--- config.mk ---
export PLATFORM = sky130hd
export DESIGN_NAME = matrix_kbd_emu
export DESIGN_NICKNAME = d
export VERILOG_FILES = /design/src/rtl/matrix_kbd_pkg.sv /design/src/rtl/kbd_emu_timer.sv /design/src/rtl/matrix_kbd_emu.sv
export SDC_FILE = /design/constraint.sdc
export NUM_CORES = 1
export LEC_CHECK = 0
export CORE_ASPECT_RATIO = 0.8
export CORE_UTILIZATION = 44
export DETAILED_ROUTE_END_ITERATION = 12
export GPL_TIMING_DRIVEN = 0
export PLACE_DENSITY = 0.66
export SKIP_CTS_REPAIR_TIMING = 1
export SYNTH_ARGS = -nofsm -noshare
export SYNTH_HDL_FRONTEND = slang
export SYNTH_SLANG_ARGS = --single-unit
export TNS_END_PERCENT = 10
--- constraint.sdc ---
create_clock -name clk_i -period 2.1 [get_ports clk_i]
set_input_delay 0.315 -clock clk_i [delete_from_list [all_inputs] [get_ports clk_i]]
set_output_delay 0.315 -clock clk_i [all_outputs]
set_load 0.01 [all_outputs]
--- src/rtl/matrix_kbd_pkg.sv ---
// Types and helpers shared by the matrix_kbd scanner and its keypad emulator.
// No logic of its own: key code field extraction and the emulator state encoding.
package matrix_kbd_pkg;

   localparam int KBD_ROWS = 4;
   localparam int KBD_COLS = 4;

   typedef logic [3:0] key_code_t;

   typedef enum logic [2:0] {
      EMU_IDLE,
      EMU_PRESS_BNC,
      EMU_HOLD,
      EMU_REL_BNC,
      EMU_GAP
   } kbd_emu_state_e;

   function automatic logic [1:0] key_row(input key_code_t code);
      return code[3:2];
   endfunction

   function automatic logic [1:0] key_col(input key_code_t code);
      return code[1:0];
   endfunction

endpackage

--- src/rtl/kbd_emu_timer.sv ---
// Loadable down-counter for emulator phases; load has priority, counting stops at zero.
// Load value visible the cycle after load; zero flag is combinational from the count.
module kbd_emu_timer #(
   parameter int W = 8
) (
   input  logic         clk_i,
   input  logic         rst_i,
   input  logic         load,
   input  logic [W-1:0] load_val,
   input  logic         en,
   output logic         zero
);

   logic [W-1:0] cnt;

   always_ff @(posedge clk_i or posedge rst_i) begin
      if (rst_i) begin
         cnt <= '0;
      end else if (load) begin
         cnt <= load_val;
      end else if (en && !zero) begin
         cnt <= cnt - 1'b1;
      end
   end

   assign zero = (cnt == '0);

endmodule

--- src/rtl/matrix_kbd_emu.sv ---
// Passive 4x4 keypad model: accepts one key request, then closes its contact with press/release bounce.
// Row->column path is combinational; key_ready_o stays low until the inter-key gap has elapsed.
module matrix_kbd_emu
   import matrix_kbd_pkg::*;
#(
   parameter int ROWS           = KBD_ROWS,
   parameter int COLS           = KBD_COLS,
   parameter int HOLD_CYCLES    = 1000,
   parameter int GAP_CYCLES     = 500,
   parameter int BOUNCE_PERIOD  = 16,
   parameter int BOUNCE_TOGGLES = 4
) (
   input  logic            clk_i,
   input  logic            rst_i,
   input  logic            key_valid_i,
   input  logic [3:0]      key_code_i,
   output logic            key_ready_o,
   input  logic            abort_i,
   input  logic [ROWS-1:0] row_i,
   output logic [COLS-1:0] column_o,
   output logic            pressed_o,
   output logic            busy_o
);

   localparam int HG_MAX    = (HOLD_CYCLES > GAP_CYCLES) ? HOLD_CYCLES : GAP_CYCLES;
   localparam int MAX_PHASE = (HG_MAX > BOUNCE_PERIOD) ? HG_MAX : BOUNCE_PERIOD;
   localparam int TW        = (MAX_PHASE > 1) ? $clog2(MAX_PHASE) : 1;
   localparam int BW        = (BOUNCE_TOGGLES > 1) ? $clog2(BOUNCE_TOGGLES) : 1;
   localparam bit NO_BNC    = (BOUNCE_TOGGLES == 0);

   localparam logic [TW-1:0] HOLD_LD = TW'(HOLD_CYCLES - 1);
   localparam logic [TW-1:0] GAP_LD  = TW'(GAP_CYCLES - 1);
   localparam logic [TW-1:0] BNC_LD  = TW'(BOUNCE_PERIOD - 1);
   localparam logic [BW-1:0] TOG_LD  = NO_BNC ? '0 : BW'(BOUNCE_TOGGLES - 1);

   kbd_emu_state_e state, state_n;
   key_code_t      code_q;
   logic [BW-1:0]  tog_cnt;
   logic           tog_load, tog_dec, tog_zero;
   logic           tmr_load, tmr_zero, go_rel, contact;
   logic [TW-1:0]  tmr_val;

   kbd_emu_timer #(.W(TW)) u_timer (
      .clk_i    (clk_i),
      .rst_i    (rst_i),
      .load     (tmr_load),
      .load_val (tmr_val),
      .en       (busy_o),
      .zero     (tmr_zero)
   );

   always_ff @(posedge clk_i or posedge rst_i) begin
      if (rst_i) begin
         state   <= EMU_IDLE;
         code_q  <= '0;
         tog_cnt <= '0;
      end else begin
         state <= state_n;
         if (state == EMU_IDLE && key_valid_i) begin
            code_q <= key_code_i;
         end
         if (tog_load) begin
            tog_cnt <= TOG_LD;
         end else if (tog_dec) begin
            tog_cnt <= tog_cnt - 1'b1;
         end
      end
   end

   assign tog_zero = (tog_cnt == '0);

   always_comb begin
      state_n  = state;
      tmr_load = 1'b0;
      tmr_val  = '0;
      tog_load = 1'b0;
      tog_dec  = 1'b0;
      go_rel   = 1'b0;
      unique case (state)
         EMU_IDLE: begin
            // A handshake takes priority over abort_i, which is simply not looked at here.
            if (key_valid_i) begin
               tmr_load = 1'b1;
               if (NO_BNC) begin
                  state_n = EMU_HOLD;
                  tmr_val = HOLD_LD;
               end else begin
                  state_n  = EMU_PRESS_BNC;
                  tmr_val  = BNC_LD;
                  tog_load = 1'b1;
               end
            end
         end
         EMU_PRESS_BNC: begin
            if (abort_i) begin
               go_rel = 1'b1;
            end else if (tmr_zero) begin
               tmr_load = 1'b1;
               if (tog_zero) begin
                  state_n = EMU_HOLD;
                  tmr_val = HOLD_LD;
               end else begin
                  tog_dec = 1'b1;
                  tmr_val = BNC_LD;
               end
            end
         end
         EMU_HOLD: begin
            go_rel = abort_i | tmr_zero;
         end
         EMU_REL_BNC: begin
            if (tmr_zero) begin
               tmr_load = 1'b1;
               if (tog_zero) begin
                  state_n = EMU_GAP;
                  tmr_val = GAP_LD;
               end else begin
                  tog_dec = 1'b1;
                  tmr_val = BNC_LD;
               end
            end
         end
         EMU_GAP: begin
            if (tmr_zero) begin
               state_n = EMU_IDLE;
            end
         end
         default: state_n = EMU_IDLE;
      endcase
      if (go_rel) begin
         tmr_load = 1'b1;
         if (NO_BNC) begin
            state_n = EMU_GAP;
            tmr_val = GAP_LD;
         end else begin
            state_n  = EMU_REL_BNC;
            tmr_val  = BNC_LD;
            tog_load = 1'b1;
         end
      end
   end

   // Toggle count starts odd (BOUNCE_TOGGLES is even), so its LSB gives 1,0,1,0 on press.
   always_comb begin
      contact = 1'b0;
      case (state)
         EMU_PRESS_BNC: contact = tog_cnt[0];
         EMU_HOLD:      contact = 1'b1;
         EMU_REL_BNC:   contact = ~tog_cnt[0];
         default:       contact = 1'b0;
      endcase
   end

   always_comb begin
      column_o                  = '0;
      column_o[key_col(code_q)] = contact & row_i[key_row(code_q)];
   end

   assign key_ready_o = (state == EMU_IDLE);
   assign busy_o      = (state != EMU_IDLE);
   assign pressed_o   = (state == EMU_HOLD);

endmodule

==> results of run 1 <==
[synth_stat cells]
library cell	n
nand4_1	1
a211o_1	1
o21ai_0	5
a21boi_0	1
dfrtp_1	19
nand3_1	4
o41ai_1	1
a21bo_1	1
nor4_1	2
or4_1	2
clkbuf_1	1
buf_6	2
and2_2	1
mux2i_1	1
o31a_1	1
inv_1	8
ha_1	3
a32oi_1	1
a22oi_1	1
or3_1	3
o211ai_1	3
buf_2	1
nor3_1	3
nor4_4	1
nor2_1	10
xnor2_1	3
a311oi_1	1
o221ai_1	1
inv_2	1
o21a_1	1
nor3b_1	5
nand4b_2	1
nor4b_1	1
mux4_2	1
and2_1	1
nand2_1	21
xor2_1	1
and3_1	2
nor2b_1	1
mux2_2	6
a21oi_1	5
[placed cells by master (no fill, tap or decap), drive strengths merged, types with 2 or more instances in the layout]
cell type and count:
nor3b 5, dfrtp 19, o21ai 5, buf 3
ha 3, nand3 4, nor4 3, and3 2
xnor2 3, nor3 3, or3 3, nor2 10
mux2 6, or4 2, clkbuf 5, dlymetal6s2s 6
inv 9, nand2 21, o211ai 3, and2 2
clkdlybuf4s50 12, a21oi 5
[through the flow]
step	hold WS, ns	TNS (ns)	utilization [%]	total power, mW
detailed placement	0.495	-1.07	56.6	1.37
finish	0.434	-0.105	59.8	1.63
global placement	0.485	-0.855	56.6	1.34
CTS	0.464	-2.27	57.6	1.57
global route	0.516	-0.272	59.8	1.76
floorplan	0.266	0	-	1.16
[flip-flops by register name, summed over array words and instances (netlist names)]
signal and cells:
tog_cnt 2, state 3, u_timer.cnt 10, code_q 4
[layout make-up]
class | instances | area share [%]
Buffer | 4 | 2.34
Inverter | 9 | 2.26
Timing Repair Buffer | 18 | 13.0
Clock buffer | 4 | 1.76
Multi-Input combinational cell | 97 | 45.8
Tap cell | 36 | 3.01
Sequential cell | 19 | 31.8
[path summary, 6_finish.rpt]
| kind | startpoint | endpoint | slack [ns] | cells after the start |
|---|---|---|---|---|
| hold reg to reg | tog_cnt[1] | tog_cnt[1] | 0.51 | 2 |
| max in group asynchronous | rst_i | u_timer.cnt[6] | 1.19 | 2 |
| setup reg to reg | u_timer.cnt[4] | u_timer.cnt[2] | -0.10 | 6 |
| setup / recovery | u_timer.cnt[4] | u_timer.cnt[2] | -0.10 | 6 |
| hold / removal | rst_i | state[1] | 0.43 | 2 |
| min in group clk_i | tog_cnt[1] | tog_cnt[1] | 0.51 | 2 |
[report_power, final]
| group | switching [mW] | internal [mW] |
|---|---|---|
| registers | 0.142 | 0.485 |
| logic | 0.405 | 0.397 |
| clock network | 0.122 | 0.0742 |
| total | 0.669 | 0.956 |
[cells by family (layout without fill, tap and decap cells)]
| family | count (synthesis) | after routing |
|---|---|---|
| buf+inv | 13 | 35 |
| flops | 19 | 19 |
| compound gates | 23 | 23 |
| xor+xnor | 4 | 4 |
| simple gates | 59 | 59 |
| fa+ha+maj | 3 | 3 |
| mux | 8 | 8 |
[worst max-delay path, delay by kind of cell (launching register included)]
kind | cells | cell delay, ns
AO/OA/AOI/OAI | 3 | 0.79
AND/OR/NAND/NOR | 2 | 0.72
flip-flops | 1 | 0.46
buffers and inverters | 1 | 0.14
[routing by layer]
| metal | vias up | share of wire [%] | wire length (um) |
|---|---|---|---|
| met2 | 37 | 47 | 1330 |
| met4 | 0 | 0 | 0 |
| li1 | 503 | - | - |
| met5 | - | 0 | 0 |
| met1 | 506 | 46 | 1310 |
| met3 | 0 | 6.3 | 176 |
==> summary.txt, run 1 <==
Routing
  • Per-cell routed wire length: roughly 15 um
  • Post-route ant nets: 0
  • # DRC: 0
  • First-pass DRT Iterations: 4
  • Total number of vias: between 1,000 and 1,500
  • Total Routed Length: 2820 um
  • Vias per std cell: 5.59
  • Number of DRC markers in iteration 0: 37

Clock network
  • Buffer type at the clock tree root: clkbuf_4
  • Num Clock Sinks: 19
  • CTS buffer count: 3
  • Worst-path clk slew: 0.12 ns
  • # H-tree levels: 1
  • CTS tree: done
  • Worst skew pair latency: approximately 0.31 ns
  • CTS max path bufs: 2

STA
  • Fmax: 454 MHz
  • Setup Skew: 0.00477 ns
  • # setup viols final: 1
  • RSZ-0062 raised after global routing: yes
  • PnR worst setup slack: -0.105 ns
  • Slew HR: 49.1%
  • Tmin final: between 2 and 2.5 ns
  • Worst slew pin tran: around 0.76 ns
  • Hold Fails Final Rpt: 0
  • Period utilisation layout: 105%
  • Final slew viol count: 0

Global routing
  • GR Util met1: a little over 30%
  • GR peak layer: met2
  • Vias in the first global route: about 990
  • Met2 Resource Use GR: approximately 31%
  • GRT Util Overall: about a fifth
  • Grt total ovfl: 0
  • Pin count of the biggest net entering global routing: 20
  • Grt met3 use: 4.81%
  • Global-route wire length before repair: between 4000 and 5000 um
  • Initial antenna violation count: 0

Placement
  • Dpl cells: between 150 and 200
  • Gpl congestion: slightly below 0.8
  • Post-DP HPWL: roughly 2000 um
  • Pre-CTS setup slack: -0.238 ns
  • Port Buffers: 18
  • Placed Area: roughly 1400 um2

Synth
  • Syn nets: ~140
  • Area leader, netlist: dfrtp_1
  • Main combinational cell family by area after synthesis: simple AND/OR/NAND/NOR gates
  • Share of the synthesized area in the top cell type: between 30 and 40%
  • Register bit count reported by yosys: 19
  • Largest cells by area after synthesis: dfrtp_1 (40%), nand2_1 (6.6%), mux2_2 (5.7%)
  • Count of cell types in the netlist: 41
  • Ys Warns: 0
  • Synth Cell Area: around 1200 um2
  • Mux share of post-synthesis cell area: 8.41%
  • XOR/XNOR share of the synthesized area: under 10%
  • Post-synthesis simple-gate area fraction: between 20% and 30%
  • Synth Area per Inst: between 9 and 10 um2
  • Compound-Gate Fraction of Synth Area: about an eighth
  • Post-Synth Adder-Cell Area: ~3.2%
  • Register area share after synthesis: between 30% and 40%
  • Post-synthesis cell count: around 130

Cells and area
  • N_diodes: 0
  • Area of the multi-input gates: between 600 and 700 um2
  • Synth-to-layout area growth: 25.8%
  • Layout Cell Area excl Fill: around 1500 um2
  • Seq. cell area: 475 um2
  • Nets: between 150 and 200
  • Share of layout cells above drive strength 1: between 10% and 20%
  • Fin cells: between 150 and 200
  • Fill count: ~230

Status
  • Failing checks: negative setup slack
  • Status: finished, violations left

Setup path
  • WP data arrival: 2.41 ns
  • Startpoint types: flop
  • Crit end category: flop
  • Largest stage delay on the critical path: between 0.4 and 0.5 ns
  • CP max stage cell: nor4_4
  • Crit-path cells: nor4_4 > nand4b_2 > o31a_1 > buf_6 > a21bo_1 > a211o_1
  • Worst setup path class: reg2reg
  • Required @ worst endpoint: 2.30 ns
  • Critical-path maximum fanout: 10

Floorplan
  • Site Rows: 16
  • I/O pin cnt: 19
  • Initial core utilization: between 40% and 50%
  • Die Span Y: just under 50 um
  • Die Area: 2920 um2
  • Die W: between 60 and 70 um
  • Core area: between 2000 and 3000 um2

Power and ir drop
  • Peak supply drop: between 0.0005 and 0.0006 V
  • Leak: 0.756 nW
  • Power Density: approximately 1100 nW/um2

Run
  • Total of max-cap violations: 0

Worst hold path
  • Hold Path Class: in2async
Note: power is estimated with default switching activity, not from simulation.
==> inputs of run 2 (changes only) <==
Settings changed: REMOVE_ABC_BUFFERS from default to 1.
==> summary.txt, run 2 (synthesis results as in run 1) <==
STA
  • Period utilisation layout: 105% (+0.35 points)
  • RSZ-0062 raised after global routing: yes
  • PnR worst setup slack: -0.112 ns (-0.00739 ns)
  • Slew HR: 51.9% (+2.8 points)
  • Setup Skew: 0.00836 ns (+0.00359 ns)
  • Fmax: 452 MHz (-0.33%)
  • Worst slew pin tran: 0.721 ns (-0.0416 ns)
  • Final TNS setup: -0.112 ns (-0.00739 ns)
  • Final slew viol count: 0 (unchanged)
  • # setup viols final: 1 (unchanged)
  • Hold Fails Final Rpt: 0 (unchanged)
  • Tmin final: 2.21 ns (+0.00739 ns)

Placement
  • Pre-CTS setup slack: -0.235 ns (+0.00274 ns)
  • Post-DP HPWL: 1940 um (-2.9%)
  • Port Buffers: 18 (unchanged)
  • Dpl cells: 179 (-2.2%)
  • Gpl congestion: 0.780 (-1.5%)
  • Placed Area: 1380 um2 (-2.2%)

Run
  • Total of max-cap violations: 0 (unchanged)

Cells and area
  • Most frequent cells in the layout: nand2_1 (21), dfrtp_1 (16), clkdlybuf4s50_1 (12)
  • Max reg flops: 10 (unchanged)
  • Synth-to-layout area growth: 23.8%
  • N_diodes: 0 (unchanged)
  • Share of layout cells above drive strength 1: 16.8% (+0.88 points)
  • Layout Cell Area excl Fill: 1470 um2 (-1.6%)
  • Nets: 165 (-1.2%)
  • Commonest non-fill, non-tap cell in the layout: nand2_1
  • Fin cells: 185 (-1.1%)
  • Largest register by flop count: u_timer.cnt
  • Top flop regs: u_timer.cnt: 10 flops, code_q: 4 flops, state: 3 flops

Global routing
  • Grt total ovfl: 0 (unchanged)
  • Pin count of the biggest net entering global routing: 20 (unchanged)
  • Global-route wire length before repair: 4220 um (-6.4%)
  • Initial antenna violation count: 0 (unchanged)
  • Vias in the first global route: 923 (-6.6%)
  • GRT Util Overall: 19.0% (-1.7 points)

Setup path
  • Worst setup path class: reg2reg
  • WP data arrival: 2.40 ns (about the same)
  • Crit end category: flop
  • Startpoint types: flop
  • Critical-path maximum fanout: 10 (unchanged)
  • Required @ worst endpoint: 2.28 ns (-0.02 ns)

Clock network
  • Num Clock Sinks: 19 (unchanged)
  • Worst skew pair latency: 0.30 ns (about the same)
  • # H-tree levels: 1 (unchanged)
  • CTS buffer count: 3 (unchanged)
  • CTS tree: done
  • Worst-path clk slew: 0.11 ns (about the same)
  • CTS max path bufs: 2 (unchanged)
  • Buffer type at the clock tree root: clkbuf_4

Floorplan
  • Die Span Y: 48.5 um (unchanged)
  • Site Rows: 16 (unchanged)
  • Initial core utilization: 47.5% (unchanged)
  • Die W: 60.1 um (unchanged)
  • Die Area: 2920 um2 (unchanged)
  • I/O pin cnt: 19 (unchanged)
  • Core area: 2500 um2 (unchanged)

Power and ir drop
  • Int Pwr: 0.927 mW (-3.1%)
  • Clock Power Share: 12.0% (about the same)
  • PnR Total Power: 1.56 mW (-4.1%)
  • Switching power: 0.632 mW (-5.4%)
  • Switching Fraction: 40.6% (-0.59 points)
  • Power Density: 1060 nW/um2 (-2.5%)
  • Leak: 0.752 nW (-0.47%)
  • Sequential Power Share: 41.0% (+2.4 points)
  • Combinational share of power: 47.0% (-2.4 points)
  • Peak supply drop: 0.000465 V (-18%)

Routing
  • Vias per std cell: 5.41 (-3.4%)
  • First-pass DRT Iterations: 4 (unchanged)
  • Total Routed Length: 2630 um (-6.7%)
  • Per-cell routed wire length: 14.2 um (-5.7%)
  • Total number of vias: 1,000 (-4.4%)
  • Post-route ant nets: 0 (unchanged)
  • # DRC: 0 (unchanged)
  • Number of DRC markers in iteration 0: 69 (+86%)

Status
  • Failing checks: negative setup slack
  • Status: finished, violations left

Worst hold path
  • Hold Path Class: in2async
## run 2: worst max-delay path, stage by stage, from the launching register on
cell      delay (ns)
dfrtp_1         0.46
nor4_4          0.46
nand4b_2        0.22
o31a_1          0.42
a21bo_1         0.24
a211o_1         0.29
## run 2: path summary, 6_finish.rpt
| path | start | depth (start not counted) | slack, ns | endpoint |
|---|---|---|---|---|
| max | u_timer.cnt[4] | 5 | -0.11 | u_timer.cnt[2] |
| min | rst_i | 2 | 0.43 | u_timer.cnt[5] |
| max reg2reg | u_timer.cnt[4] | 5 | -0.11 | u_timer.cnt[2] |
| min reg2reg | tog_cnt[1] | 2 | 0.51 | tog_cnt[1] |
| max in group asynchronous | rst_i | 2 | 1.16 | state[0] |
| min in group clk_i | tog_cnt[1] | 2 | 0.51 | tog_cnt[1] |
## run 2: routing by layer
layer  vias up  share of wire, %  GRT usage [%]
li1        498                 -              -
met1       487                50           27.9
met2        15                47           28.9
met3         0               3.4           4.81
met4         0                 0           2.33
met5         -                 0              0
## run 2: power by group through the flow
stage	clock network [mW]	logic [mW]	registers (mW)
2_1_floorplan	0	0.523	0.605
3_3_place_gp	0	0.661	0.635
3_5_place_dp	0	0.680	0.642
4_1_cts	0.193	0.680	0.635
5_1_grt	0.217	0.820	0.657
6_report	0.187	0.733	0.639
## run 2: layout make-up
cell class                 count  area (um2)
multi-input combinational     97         678
clock buffer                   4        26.3
fill                         231        1030
sequential                    19         479
tap                           36        45.0
inverter                       9        33.8
timing repair buffer          20         210
## run 2: stage by stage
step	hold slack (ns)	util [%]
after global routing	0.501	58.9
after detailed placement	0.495	55.3
after global placement	0.482	55.3
after floorplan	0.266	-
final	0.426	58.9
after CTS	0.473	56.4
==> inputs of run 3 (changes only) <==
Settings changed: CORE_UTILIZATION 44 to 42, PLACE_DENSITY 0.66 to 0.63, SETUP_SLACK_MARGIN from default to 0.05.
==> summary.txt, run 3 (synthesis results as in run 1) <==
Floorplan
  • Die Area: 3050 um2 (+4.6%)
  • Site Rows: 16 (unchanged)
  • Die Span Y: 49.6 um (+2.3%)
  • Core area: 2560 um2 (+2.4%)
  • Initial core utilization: 46.4% (-1.1 points)
  • Die W: 61.5 um (+2.3%)
  • I/O pin cnt: 19 (unchanged)

Power and ir drop
  • Leak: 0.694 nW (-7.8%)
  • Power Density: 1080 nW/um2 (+2.4%)
  • PnR Total Power: 1.59 mW (+2.0%)
  • Peak supply drop: 0.000514 V (+11%)

Setup path
  • Startpoint types: flop
  • Number of buffers and inverters on the critical path: 0 (unchanged)
  • Critical-path maximum fanout: 10 (unchanged)
  • Reg2reg setup slack: -0.07 ns (+0.04 ns)
  • CP max stage cell: dfrtp_1
  • FF-to-FF End: u_timer.cnt[2]
  • Largest stage delay on the critical path: 0.46 ns (about the same)
  • Crit-path cells: nor4_4 > nand4b_2 > o31a_4 > a21bo_1 > a211o_1
  • Required @ worst endpoint: 2.29 ns (about the same)
  • WP data arrival: 2.36 ns (-0.04 ns)
  • Worst setup path class: reg2reg
  • Reg2Reg Depth: 5 (unchanged)
  • Crit end category: flop
  • R2R Path Start: u_timer.cnt[7]
  • Family with the most delay on the worst path: compound AO/OA/AOI/OAI gates

Cells and area
  • Most frequent cells in the layout: nand2_1 (21), dfrtp_1 (17), clkdlybuf4s50_1 (12)
  • Commonest non-fill, non-tap cell in the layout: nand2_1
  • Layout Cell Area excl Fill: 1470 um2 (-0.42%)
  • Top flop regs: u_timer.cnt: 10 flops, code_q: 4 flops, state: 3 flops
  • Synth-to-layout area growth: 23.2%
  • Share of layout cells above drive strength 1: 18.9% (+2.1 points)
  • N_diodes: 0 (unchanged)
  • Largest register by flop count: u_timer.cnt
  • Max reg flops: 10 (unchanged)
  • Nets: 164 (-0.61%)

Global routing
  • Global-route wire length before repair: 4550 um (+8.0%)
  • Initial antenna violation count: 0 (unchanged)
  • Vias in the first global route: 988 (+7.0%)
  • GRT Util Overall: 20.3% (+1.3 points)
  • Pin count of the biggest net entering global routing: 20 (unchanged)
  • Grt total ovfl: 0 (unchanged)

STA
  • RSZ-0062 raised after global routing: yes
  • Tmin final: 2.17 ns (-0.0377 ns)
  • Final slew viol count: 0 (unchanged)
  • Period utilisation layout: 104% (-1.8 points)
  • PnR worst setup slack: -0.0744 ns (+0.0377 ns)
  • Setup Skew: 0.00986 ns (+0.00150 ns)
  • # setup viols final: 1 (unchanged)
  • Worst slew pin tran: 0.761 ns (+0.0397 ns)
  • Final TNS setup: -0.0744 ns (+0.0377 ns)
  • Fmax: 460 MHz (+1.7%)
  • Fin Hold WS: 0.437 ns (+0.0119 ns)
  • Slew HR: 49.2% (-2.6 points)
  • Hold Fails Final Rpt: 0 (unchanged)

Run
  • Total of max-cap violations: 0 (unchanged)

Routing
  • Number of DRC markers in iteration 0: 58 (-16%)
  • First-pass DRT Iterations: 4 (unchanged)
  • Vias per std cell: 5.56 (+2.9%)
  • # DRC: 0 (unchanged)
  • Total Routed Length: 2750 um (+4.7%)
  • Per-cell routed wire length: 15.0 um (+5.3%)
  • Post-route ant nets: 0 (unchanged)
  • Total number of vias: 1,023 (+2.3%)

Clock network
  • # H-tree levels: 1 (unchanged)
  • CTS max path bufs: 2 (unchanged)
  • CTS buffer count: 3 (unchanged)
  • Worst-path clk slew: 0.11 ns (about the same)
  • Num Clock Sinks: 19 (unchanged)
  • CTS tree: done
  • Worst skew pair latency: 0.31 ns (about the same)
  • Buffer type at the clock tree root: clkbuf_4

Placement
  • Gpl congestion: 0.822 (+5.5%)
  • Post-DP HPWL: 2050 um (+5.2%)
  • Port Buffers: 18 (unchanged)
  • Placed Area: 1380 um2 (unchanged)

Status
  • Failing checks: negative setup slack
  • Status: finished, violations left

Worst hold path
  • Hold Path Class: in2async
run 3: changes by cell type in the layout (fill, tap and decap cells not counted), sizes merged:
| cell | previous run | this run |
|---|---|---|
| buf | 2 | 3 |
| dlymetal6s2s | 6 | 3 |
| clkbuf | 4 | 5 |
run 3: layout make-up:
type | instances | area (um2)
Clock buffer | 4 | 26.3
Tap cell | 36 | 45.0
Inverter | 9 | 33.8
Multi-Input combinational cell | 97 | 703
Sequential cell | 19 | 478
Timing Repair Buffer | 19 | 180
Fill cell | 242 | 1100
run 3: power by group:
part | leakage (nW) | total, mW | switching (mW) | internal (mW)
combinational | 0.448 | 0.761 | 0.381 | 0.379
clock | 0.0150 | 0.191 | 0.117 | 0.0741
sequential | 0.230 | 0.639 | 0.152 | 0.487
run 3: metal layers:
| metal | global-route usage (%) | part of all wire, % |
|---|---|---|
| met1 | 28.8 | 48 |
| met2 | 31.7 | 48 |
| met3 | 4.72 | 3.8 |
| met4 | 3.33 | 0.47 |
| met5 | 0 | 0 |
run 3: worst max path at each step:
stage                   start        endpoint  slack [ns]  cells after the start
2_1_floorplan        state[1]  u_timer.cnt[2]        0.17                      6
3_3_place_gp         row_i[3]     column_o[3]       -0.23                      5
3_5_place_dp         row_i[3]     column_o[3]       -0.26                      5
4_1_cts              state[0]     column_o[0]       -0.36                      5
5_1_grt        u_timer.cnt[7]  u_timer.cnt[2]       -0.15                      5
6_report       u_timer.cnt[7]  u_timer.cnt[2]       -0.07                      5
run 3: stage by stage:
stage | std cells | utilization, % | worst slack (ns)
3_5_place_dp | 179 | 54.0 | -0.257
2_1_floorplan | 125 | - | 0.172
3_3_place_gp | 179 | 54.0 | -0.228
4_1_cts | 183 | 55.0 | -0.355
6_report | 184 | 57.2 | -0.0744
5_1_grt | 184 | 57.2 | -0.146
==> edit: new RTL, settings of run 1 <==
Encoding of `kbd_emu_state_e`: now one-hot (5 bits for 5 states).
--- a/src/rtl/matrix_kbd_pkg.sv
+++ b/src/rtl/matrix_kbd_pkg.sv
@@ -9,8 +9,8 @@
 
-   typedef enum logic [2:0] {
-      EMU_IDLE,
-      EMU_PRESS_BNC,
-      EMU_HOLD,
-      EMU_REL_BNC,
-      EMU_GAP
+   typedef enum logic [4:0] {
+      EMU_IDLE      = 5'b00001,
+      EMU_PRESS_BNC = 5'b00010,
+      EMU_HOLD      = 5'b00100,
+      EMU_REL_BNC   = 5'b01000,
+      EMU_GAP       = 5'b10000
    } kbd_emu_state_e;
Formal check against the unedited RTL: no difference found for any inputs over 10 cycles, from zero or initial values and one cycle with rst_i high; not proved beyond that.
==> edit against run 1 <==
- critical endpoint is now column_o[0]
- the flow still finishes with violations (negative setup slack)
- clock skew is 3.2 ps lower
- global-route usage is 0.65 points higher
- largest power group unchanged
- largest cell class unchanged
- routed wire length is 19% higher
- setup slack better by 15 ps
- total power is 51% higher
- sequential cell count is 2 higher
- final area is 21% higher
- area after synthesis is 22% higher
==> edit: results (changes against run 1) <==
----------------------------------------------------
[Timing]
  Setup TNS Final ... -265 ps (-160 ps)
  Post-layout worst setup margin ... -89.5 ps (+15.3 ps)
  Hold violation total from the final report ... 0 (unchanged)
  Final setup violation count ... 7 (+6)
  Relative slew slack ... 44.2% (-4.9 points)
  Maximum clock skew at final layout ... 1.58 ps (-3.19 ps)

[CTS]
  Clock Latency Late Sink ... 260 ps (-50 ps)
  Number of levels the H-tree was split into ... 1 (unchanged)
  Number of buffers added by the clock tree synthesis step ... 3 (unchanged)
  Clock Root Buffer ... clkbuf_8
  Clock transition at the register clock pins on the worst setup and hold paths after CTS ... 80 ps (-40 ps)
  Clock buffer depth ... 2 (unchanged)

[Synthesis]
  Async set or reset register ratio after synthesis ... 100% (unchanged)
  Count of unique library cells instantiated by Yosys ... 53 (+29%)
  Warnings, synthesis ... 0 (unchanged)
  Post-synthesis sequential area ratio ... 36.2% (-3.8 points)
  Total nets after synthesis ... 171 (+19%)
  Biggest area contributors in the synthesized netlist ... dfrtp_1 (34%), nor2_1 (4.4%), nand2_1 (3.9%)
  Synth cell count leaders ... dfrtp_1 (20), nor2_1 (17), nand2_1 (15)

[Run status]
  Failing checks ... negative setup slack
  Outcome ... finished with violations

[Global route]
  Via count of the first global-routing pass ... 1200 (+21%)
  Number of antenna violations at the first check in global routing ... 0 (unchanged)
  First-pass GRT wire length ... 5660 um (+26%)
  Largest net degree at the start of global routing ... 22 (+10%)
  All-layer global routing usage ... 21.4% (+0.65 points)

[Final layout]
  Layout cell share with drive strength beyond 1 ... 25.7% (+9.8 points)
  Number of nets in the finished design ... 198 (+19%)
  Count of filler cells inserted in the layout ... 275 (+21%)
  Biggest registers after layout ... u_timer.cnt (10), state (5), code_q (4)
  Diode count ... 0 (unchanged)

[Worst hold path]
  Hold crit path type ... input port to async pin

[Critical path]
  WP data arrival ... 1870 ps (-540 ps)
  Crit path max fanout ... 9 (-1)

[Power]
  Worst vdd ir ... 0.000632 V (+12%)
  Static leakage ... 0.783 nW (+3.7%)

[Drt]
  Total length of routed wires ... 3360 um (+19%)
  Vias per inst ... 5.76 (+3.0%)
  1st-pass router iterations ... 4 (unchanged)
  Detailed router's first-iteration violation count ... 76 (+110%)

[Placed design]
  RD Place Congestion ... 0.835 (+5.5%)
  Dpl hpwl ... 2420 um (+21%)
  Buffers on Ports ... 18 (unchanged)

----------------------------------------------------
-- edit: final timing paths --
path	from	to	slack, ps	cells after the start
setup / recovery	state[3]	column_o[0]	-90	8
min in group clk_i	code_q[2]	code_q[2]	550	1
hold reg to reg	code_q[2]	code_q[2]	550	1
hold / removal	rst_i	code_q[3]	510	2
max in group asynchronous	rst_i	tog_cnt[1]	1070	2
setup reg to reg	u_timer.cnt[0]	u_timer.cnt[2]	-10	9
-- edit: layout make-up --
class / count / share of cell area, %
Tap cell: 40 / 2.77
Sequential cell: 21 / 29.2
Inverter: 7 / 1.45
Clock inverter: 1 / 0.416
Multi-Input combinational cell: 124 / 50.9
Clock buffer: 3 / 2.29
Buffer: 4 / 1.94
Timing Repair Buffer: 23 / 11.1
-- edit: per-layer routing --
metal / part of all wire (%) / global-route usage [%] / up-vias
li1: - / - / 625
met1: 47 / 29.1 / 622
met2: 48 / 35.4 / 36
met3: 4.4 / 5.17 / 2
met4: 0.36 / 2.13 / 0
met5: 0 / 0 / -
-- edit: power breakdown --
| group | switching (mW) | internal (mW) |
|---|---|---|
| sequential | 0.212 | 0.571 |
| clock | 0.145 | 0.134 |
| combinational | 0.732 | 0.655 |
-- edit: critical path, cell delays in order (launching register included) --
cell     delay, ps
dfrtp_1        380
buf_6          140
nor3_4         210
and3b_2        260
a21oi_2         40
nor2b_1        140
nor2b_2        170
nor2b_1        130
buf_2          140
-- edit: metrics by stage --
| stage | setup slack, ps | cell area, sq um | std cells | total power [mW] |
|---|---|---|---|---|
| after floorplan | 202 | 1460 | 157 | 1.71 |
| after global placement | -310 | 1690 | 215 | 2.00 |
| after detailed placement | -347 | 1690 | 215 | 2.05 |
| after CTS | -658 | 1740 | 219 | 2.34 |
| after global routing | -178 | 1810 | 223 | 2.68 |
| final | -89.5 | 1810 | 223 | 2.45 |
-- edit: kinds of logic after synthesis --
kind of cell	count (synthesis)	share of synthesized area [%]
and+or+nand+nor	80	34.0
adders and majority gates	2	1.72
AOI/OAI and AO/OA	29	13.5
DFF	21	36.2
xor gates and xnor gates	6	3.61
buffers and inverters	12	4.12
muxes	7	6.87
